--- src/rtl/lsu_ctrl.sv ---
// rtl/lsu_ctrl.sv - load/store unit: byte-lane placement, load extension, req/ack bus with timeout
module lsu_ctrl #(
    parameter int ADDR_WIDTH     = 32,
    parameter int TIMEOUT_CYCLES = 16
) (
    input  logic                  clk,
    input  logic                  rst_n,
    input  logic                  req_valid_i,
    input  logic                  req_write_i,
    input  logic                  byte_op_i,
    input  logic                  load_unsigned_i,
    input  logic [ADDR_WIDTH-1:0] addr_i,
    input  logic [31:0]           wdata_i,
    output logic                  stall_o,
    output logic                  done_o,
    output logic                  err_o,
    output logic [31:0]           rdata_o,
    output logic                  mem_req_o,
    output logic                  mem_we_o,
    output logic [ADDR_WIDTH-1:0] mem_addr_o,
    output logic [31:0]           mem_wdata_o,
    output logic [3:0]            mem_be_o,
    input  logic [31:0]           mem_rdata_i,
    input  logic                  mem_ack_i
);
    typedef enum logic [1:0] {S_IDLE, S_ACCESS, S_RESP} state_t;

    localparam logic [7:0] TO_LAST = 8'(TIMEOUT_CYCLES - 1);

    state_t                r_state;
    state_t                w_next;
    logic                  r_write;
    logic                  r_byte;
    logic                  r_uns;
    logic [1:0]            r_lane;
    logic [7:0]            r_cnt;
    logic                  r_err;
    logic [31:0]           r_rdata;
    logic                  r_mem_we;
    logic [ADDR_WIDTH-1:0] r_mem_addr;
    logic [31:0]           r_mem_wdata;
    logic [3:0]            r_mem_be;
    logic                  w_misaligned;
    logic                  w_timeout;
    logic [7:0]            w_lane_byte;
    logic [31:0]           w_load_data;

    assign w_misaligned = ~byte_op_i & (addr_i[1:0] != 2'b00);
    assign w_timeout    = (r_cnt == TO_LAST);

    always_comb begin
        w_lane_byte = mem_rdata_i[7:0];
        case (r_lane)
            2'd1:    w_lane_byte = mem_rdata_i[15:8];
            2'd2:    w_lane_byte = mem_rdata_i[23:16];
            2'd3:    w_lane_byte = mem_rdata_i[31:24];
            default: w_lane_byte = mem_rdata_i[7:0];
        endcase
        w_load_data = mem_rdata_i;
        if (r_byte)
            w_load_data = {{24{~r_uns & w_lane_byte[7]}}, w_lane_byte};
    end

    always_comb begin
        w_next = r_state;
        case (r_state)
            S_IDLE:   if (req_valid_i) w_next = w_misaligned ? S_RESP : S_ACCESS;
            S_ACCESS: if (mem_ack_i || w_timeout) w_next = S_RESP;
            S_RESP:   w_next = S_IDLE;
            default:  w_next = S_IDLE;
        endcase
    end

    always_ff @(posedge clk or negedge rst_n) begin
        if (!rst_n) r_state <= S_IDLE;
        else        r_state <= w_next;
    end

    always_ff @(posedge clk or negedge rst_n) begin
        if (!rst_n) begin
            r_write     <= 1'b0;
            r_byte      <= 1'b0;
            r_uns       <= 1'b0;
            r_lane      <= 2'b00;
            r_cnt       <= 8'd0;
            r_err       <= 1'b0;
            r_rdata     <= 32'd0;
            r_mem_we    <= 1'b0;
            r_mem_addr  <= '0;
            r_mem_wdata <= 32'd0;
            r_mem_be    <= 4'b0000;
        end else begin
            case (r_state)
                S_IDLE: if (req_valid_i) begin
                    r_write <= req_write_i;
                    r_byte  <= byte_op_i;
                    r_uns   <= load_unsigned_i;
                    r_lane  <= addr_i[1:0];
                    if (w_misaligned) begin
                        r_err <= 1'b1;
                    end else begin
                        r_cnt       <= 8'd0;
                        r_mem_we    <= req_write_i;
                        r_mem_addr  <= {addr_i[ADDR_WIDTH-1:2], 2'b00};
                        r_mem_wdata <= byte_op_i ? {4{wdata_i[7:0]}} : wdata_i;
                        r_mem_be    <= byte_op_i ? (4'b0001 << addr_i[1:0]) : 4'b1111;
                    end
                end
                S_ACCESS: begin
                    // ack takes priority over a simultaneous timeout expiry
                    if (mem_ack_i) begin
                        r_err <= 1'b0;
                        if (!r_write) r_rdata <= w_load_data;
                    end else if (w_timeout) begin
                        r_err   <= 1'b1;
                        r_rdata <= 32'd0;
                    end else begin
                        r_cnt <= r_cnt + 8'd1;
                    end
                end
                default: ;
            endcase
        end
    end

    assign stall_o     = rst_n & (((r_state == S_IDLE) & req_valid_i) | (r_state == S_ACCESS));
    assign done_o      = (r_state == S_RESP);
    assign err_o       = r_err;
    assign rdata_o     = r_rdata;
    assign mem_req_o   = (r_state == S_ACCESS);
    assign mem_we_o    = r_mem_we;
    assign mem_addr_o  = r_mem_addr;
    assign mem_wdata_o = r_mem_wdata;
    assign mem_be_o    = r_mem_be;
endmodule

--- config.mk ---
export PLATFORM = sky130hd
export DESIGN_NAME = lsu_ctrl
export DESIGN_NICKNAME = d
export VERILOG_FILES = /design/src/rtl/lsu_ctrl.sv
export SDC_FILE = /design/constraint.sdc
export NUM_CORES = 1
export LEC_CHECK = 0
export CAP_MARGIN = 30
export CORE_MARGIN = 3
export CORE_UTILIZATION = 46
export DETAILED_ROUTE_END_ITERATION = 12
export PLACE_DENSITY = 0.84
export SETUP_SLACK_MARGIN = 0.2
export SYNTH_ARGS = -nofsm -noshare
export SYNTH_HDL_FRONTEND = slang
export SYNTH_SLANG_ARGS = --single-unit
--- constraint.sdc ---
create_clock -name clk -period 2.6 [get_ports clk]
set_input_delay 0.52 -clock clk [delete_from_list [all_inputs] [get_ports clk]]
set_output_delay 0.52 -clock clk [all_outputs]
set_load 0.02 [all_outputs]
==> results.md <==
- Status: completed
- Initial Util: 0.4776
- Mapped cell area: 4975 um^2
- Core box area: 10420 um^2
- Initial antenna violation count: 0
- Post-layout min period: 2299 ps
- Most frequent cells in the layout: clkdlybuf4s50_1 (202), nand2_1 (159), dfrtp_1 (115)
- Peak VDD IR: between 0.6 and 0.7 mV
- Worst-path maximum fanout: 6
- Port Buffers: approximately 210
- Clock skew: ~10 ps
- # setup viols final: 0
- Share of layout cells above drive strength 1: 0.08131
- GPL Wtd Cong: 0.8231
- Cell Area, Placed: 7143 um^2
- Final Cell Area: 7730 um^2
- Worst reg2reg endpoint: rdata_o[23]
- Routed via count: 4366
- Crit Path Category: reg -> out
- Leak: 3.571 nW
- FMAX: between 400 and 500 MHz
- #FFs+latches synth: 115
- Vias per cell: 5.216
- Number of fill cells: 744
- Worst slew pin tran: around 840 ps
- DRC: 0
- Non-filler cells, final: 837
- Final WL: 14370 um
- Req. time, crit path: 2080 ps
- RSZ-0062 raised after global routing: no
- Commonest non-fill, non-tap cell in the layout: clkdlybuf4s50_1
- Diodes inserted: 0
- Die area: roughly 12000 um^2
- Inserted Clock Buffers: 17
- Register area share after synthesis: 0.5785
- Clock transition at path regs: 50 ps
- Worst Setup End Kind: output port
- Critical path data arrival time: around 1800 ps
- Syn-to-layout area delta: 55.38%
- Warnings, synthesis: 0
- Reg2reg setup slack: a little under 600 ps
- Number of flops mapped to enable cells by yosys: 0
- Grt ovf: 0
- Worst relative slew slack: 0.4369
- H-tree depth: 4
- Row count: 37
- WL per Instance: 17.17 um
- Total power: 9.399 mW
- Final ANT Viol Nets: 0
- Die Height: 110.0 um
- PwrDens: 1216 nW/um^2
- DR pass1 iterations: 4
- Final setup TNS: 0 ps
- Die width: 110.0 um
- Path type of the worst min-delay path: in -> async
- Setup bufs post-CTS: 0
- Largest net degree at the start of global routing: between 90 and 100
- First-pass GRT wire length: 22760 um
- Reg2reg start: r_lane[0]
- CTS tree: built
- FFs w/ async S/R, synth: 1.000
- Worst reg-to-reg path cell count: 5
- IO Pins: 208
- Clk sinks: 115
- Worst-skew pair later-pin latency: 500 ps
- Synthesized area per cell: 10.30 um^2
- Yosys cell types: 42
- Final period utilization: 0.8841
- DPL Wire Length: 10520 um
- Clock root cell: clkbuf_8
- Post-Place Cells: approximately 800
- DR iter-0 viols: 229
- Vias in the first global route: 4559
- Final Max Slew Viols: 0
- Total global routing track utilization: 0.2444
- Maxcap violations: 0
- Final hold slack: 374.5 ps
- Startpoint Class: register
- Final net count: approximately 800
- Ys flop type: dfrtp_1
- Syn Inst Count: between 400 and 500
- Final Hold Fails: 0
- CTS max path bufs: 2
## report_power, final
part | switching [mW] | leakage, nW | internal (mW)
clock | 0.803 | 0.272 | 1.41
combinational | 2.08 | 1.86 | 1.99
sequential | 0.546 | 1.44 | 2.58
## layout make-up
class	instances	area, um^2	area share
multi-input cells	333	1919	0.2483
clock buffers	19	441.7	0.05714
well taps	136	170.2	0.02201
repair buffers	220	2182	0.2823
inverters	1	3.754	0.0004856
clock inverters	13	135.1	0.01748
flip-flops and latches	115	2878	0.3723
## metrics by stage
stage	utilization	setup WS, ps
2_1_floorplan	-	776.8
3_3_place_gp	0.6843	87.54
3_5_place_dp	0.6858	119.1
6_report	0.7421	301.4
4_1_cts	0.7421	268.2
5_1_grt	0.7421	231.6
## cell usage after synthesis, drive strengths merged (3+ instances only)
| cell type | n | area share |
|---|---|---|
| mux2i | 33 | 0.066 |
| o21ai | 38 | 0.038 |
| clkbuf | 16 | 0.012 |
| nor3 | 3 | 0.0030 |
| a21o | 9 | 0.014 |
| nand3 | 4 | 0.0040 |
| o21a | 3 | 0.0045 |
| o2bb2ai | 7 | 0.012 |
| nand2 | 159 | 0.12 |
| a21oi | 9 | 0.0098 |
| nor2 | 11 | 0.0098 |
| a32oi | 3 | 0.0053 |
| xnor2 | 3 | 0.0053 |
| buf | 19 | 0.025 |
| a221o | 24 | 0.048 |
| dfrtp | 115 | 0.58 |
## worst max path at each step
stage,startpoint,end,slack (ps),cells past startpoint
6_report,r_state[0],done_o,300,2
5_1_grt,r_state[0],done_o,230,2
4_1_cts,r_state[0],done_o,270,2
3_5_place_dp,req_valid_i,stall_o,120,4
3_3_place_gp,mem_ack_i,rdata_o[3],90,6
2_1_floorplan,mem_ack_i,rdata_o[29],780,6
## sequential cells by signal, indices dropped and copies added, names as in the netlist
register and cells:
err_o 1, mem_addr_o 30, mem_be_o 4, mem_wdata_o 32
mem_we_o 1, r_byte 1, r_cnt 8, r_lane 2
r_state 2, r_uns 1, r_write 1, rdata_o 32
## what timing repair did
| action | in CTS | in global routing |
|---|---|---|
| endpoints found under the hold margin | 4 | 0 |
| setup endpoints to repair | 2 | 0 |
| hold buffers | 1 | 0 |
| gates resized for setup | 3 | 0 |
## metal layers
layer / wire length, um / global-route usage / up-vias
met5: 0 / 0 / -
met4: 340 / 0.09795 / 0
met3: 1487 / 0.1013 / 23
met2: 7178 / 0.4133 / 193
met1: 5363 / 0.2730 / 2070
li1: - / - / 2080
## cells by family (layout without fill, tap and decap cells)
| kind of cell | after synthesis | in the layout | share of synthesized area |
|---|---|---|---|
| simple gates | 191 | 191 | 0.1590 |
| flops | 115 | 115 | 0.5785 |
| compound gates | 102 | 102 | 0.1474 |
| buf+inv | 36 | 253 | 0.03798 |
| mux | 34 | 34 | 0.06866 |
| xor+xnor | 3 | 3 | 0.005283 |
| fa+ha+maj | 1 | 1 | 0.002515 |
| other cells | 1 | 2 | 0.0007538 |
## worst max-delay path, cell delays in order (launching register included)
cell,delay (ps)
dfrtp_1,440
and2b_1,220
clkdlybuf4s50_1,620
Note: power is estimated with default switching activity, not from simulation.
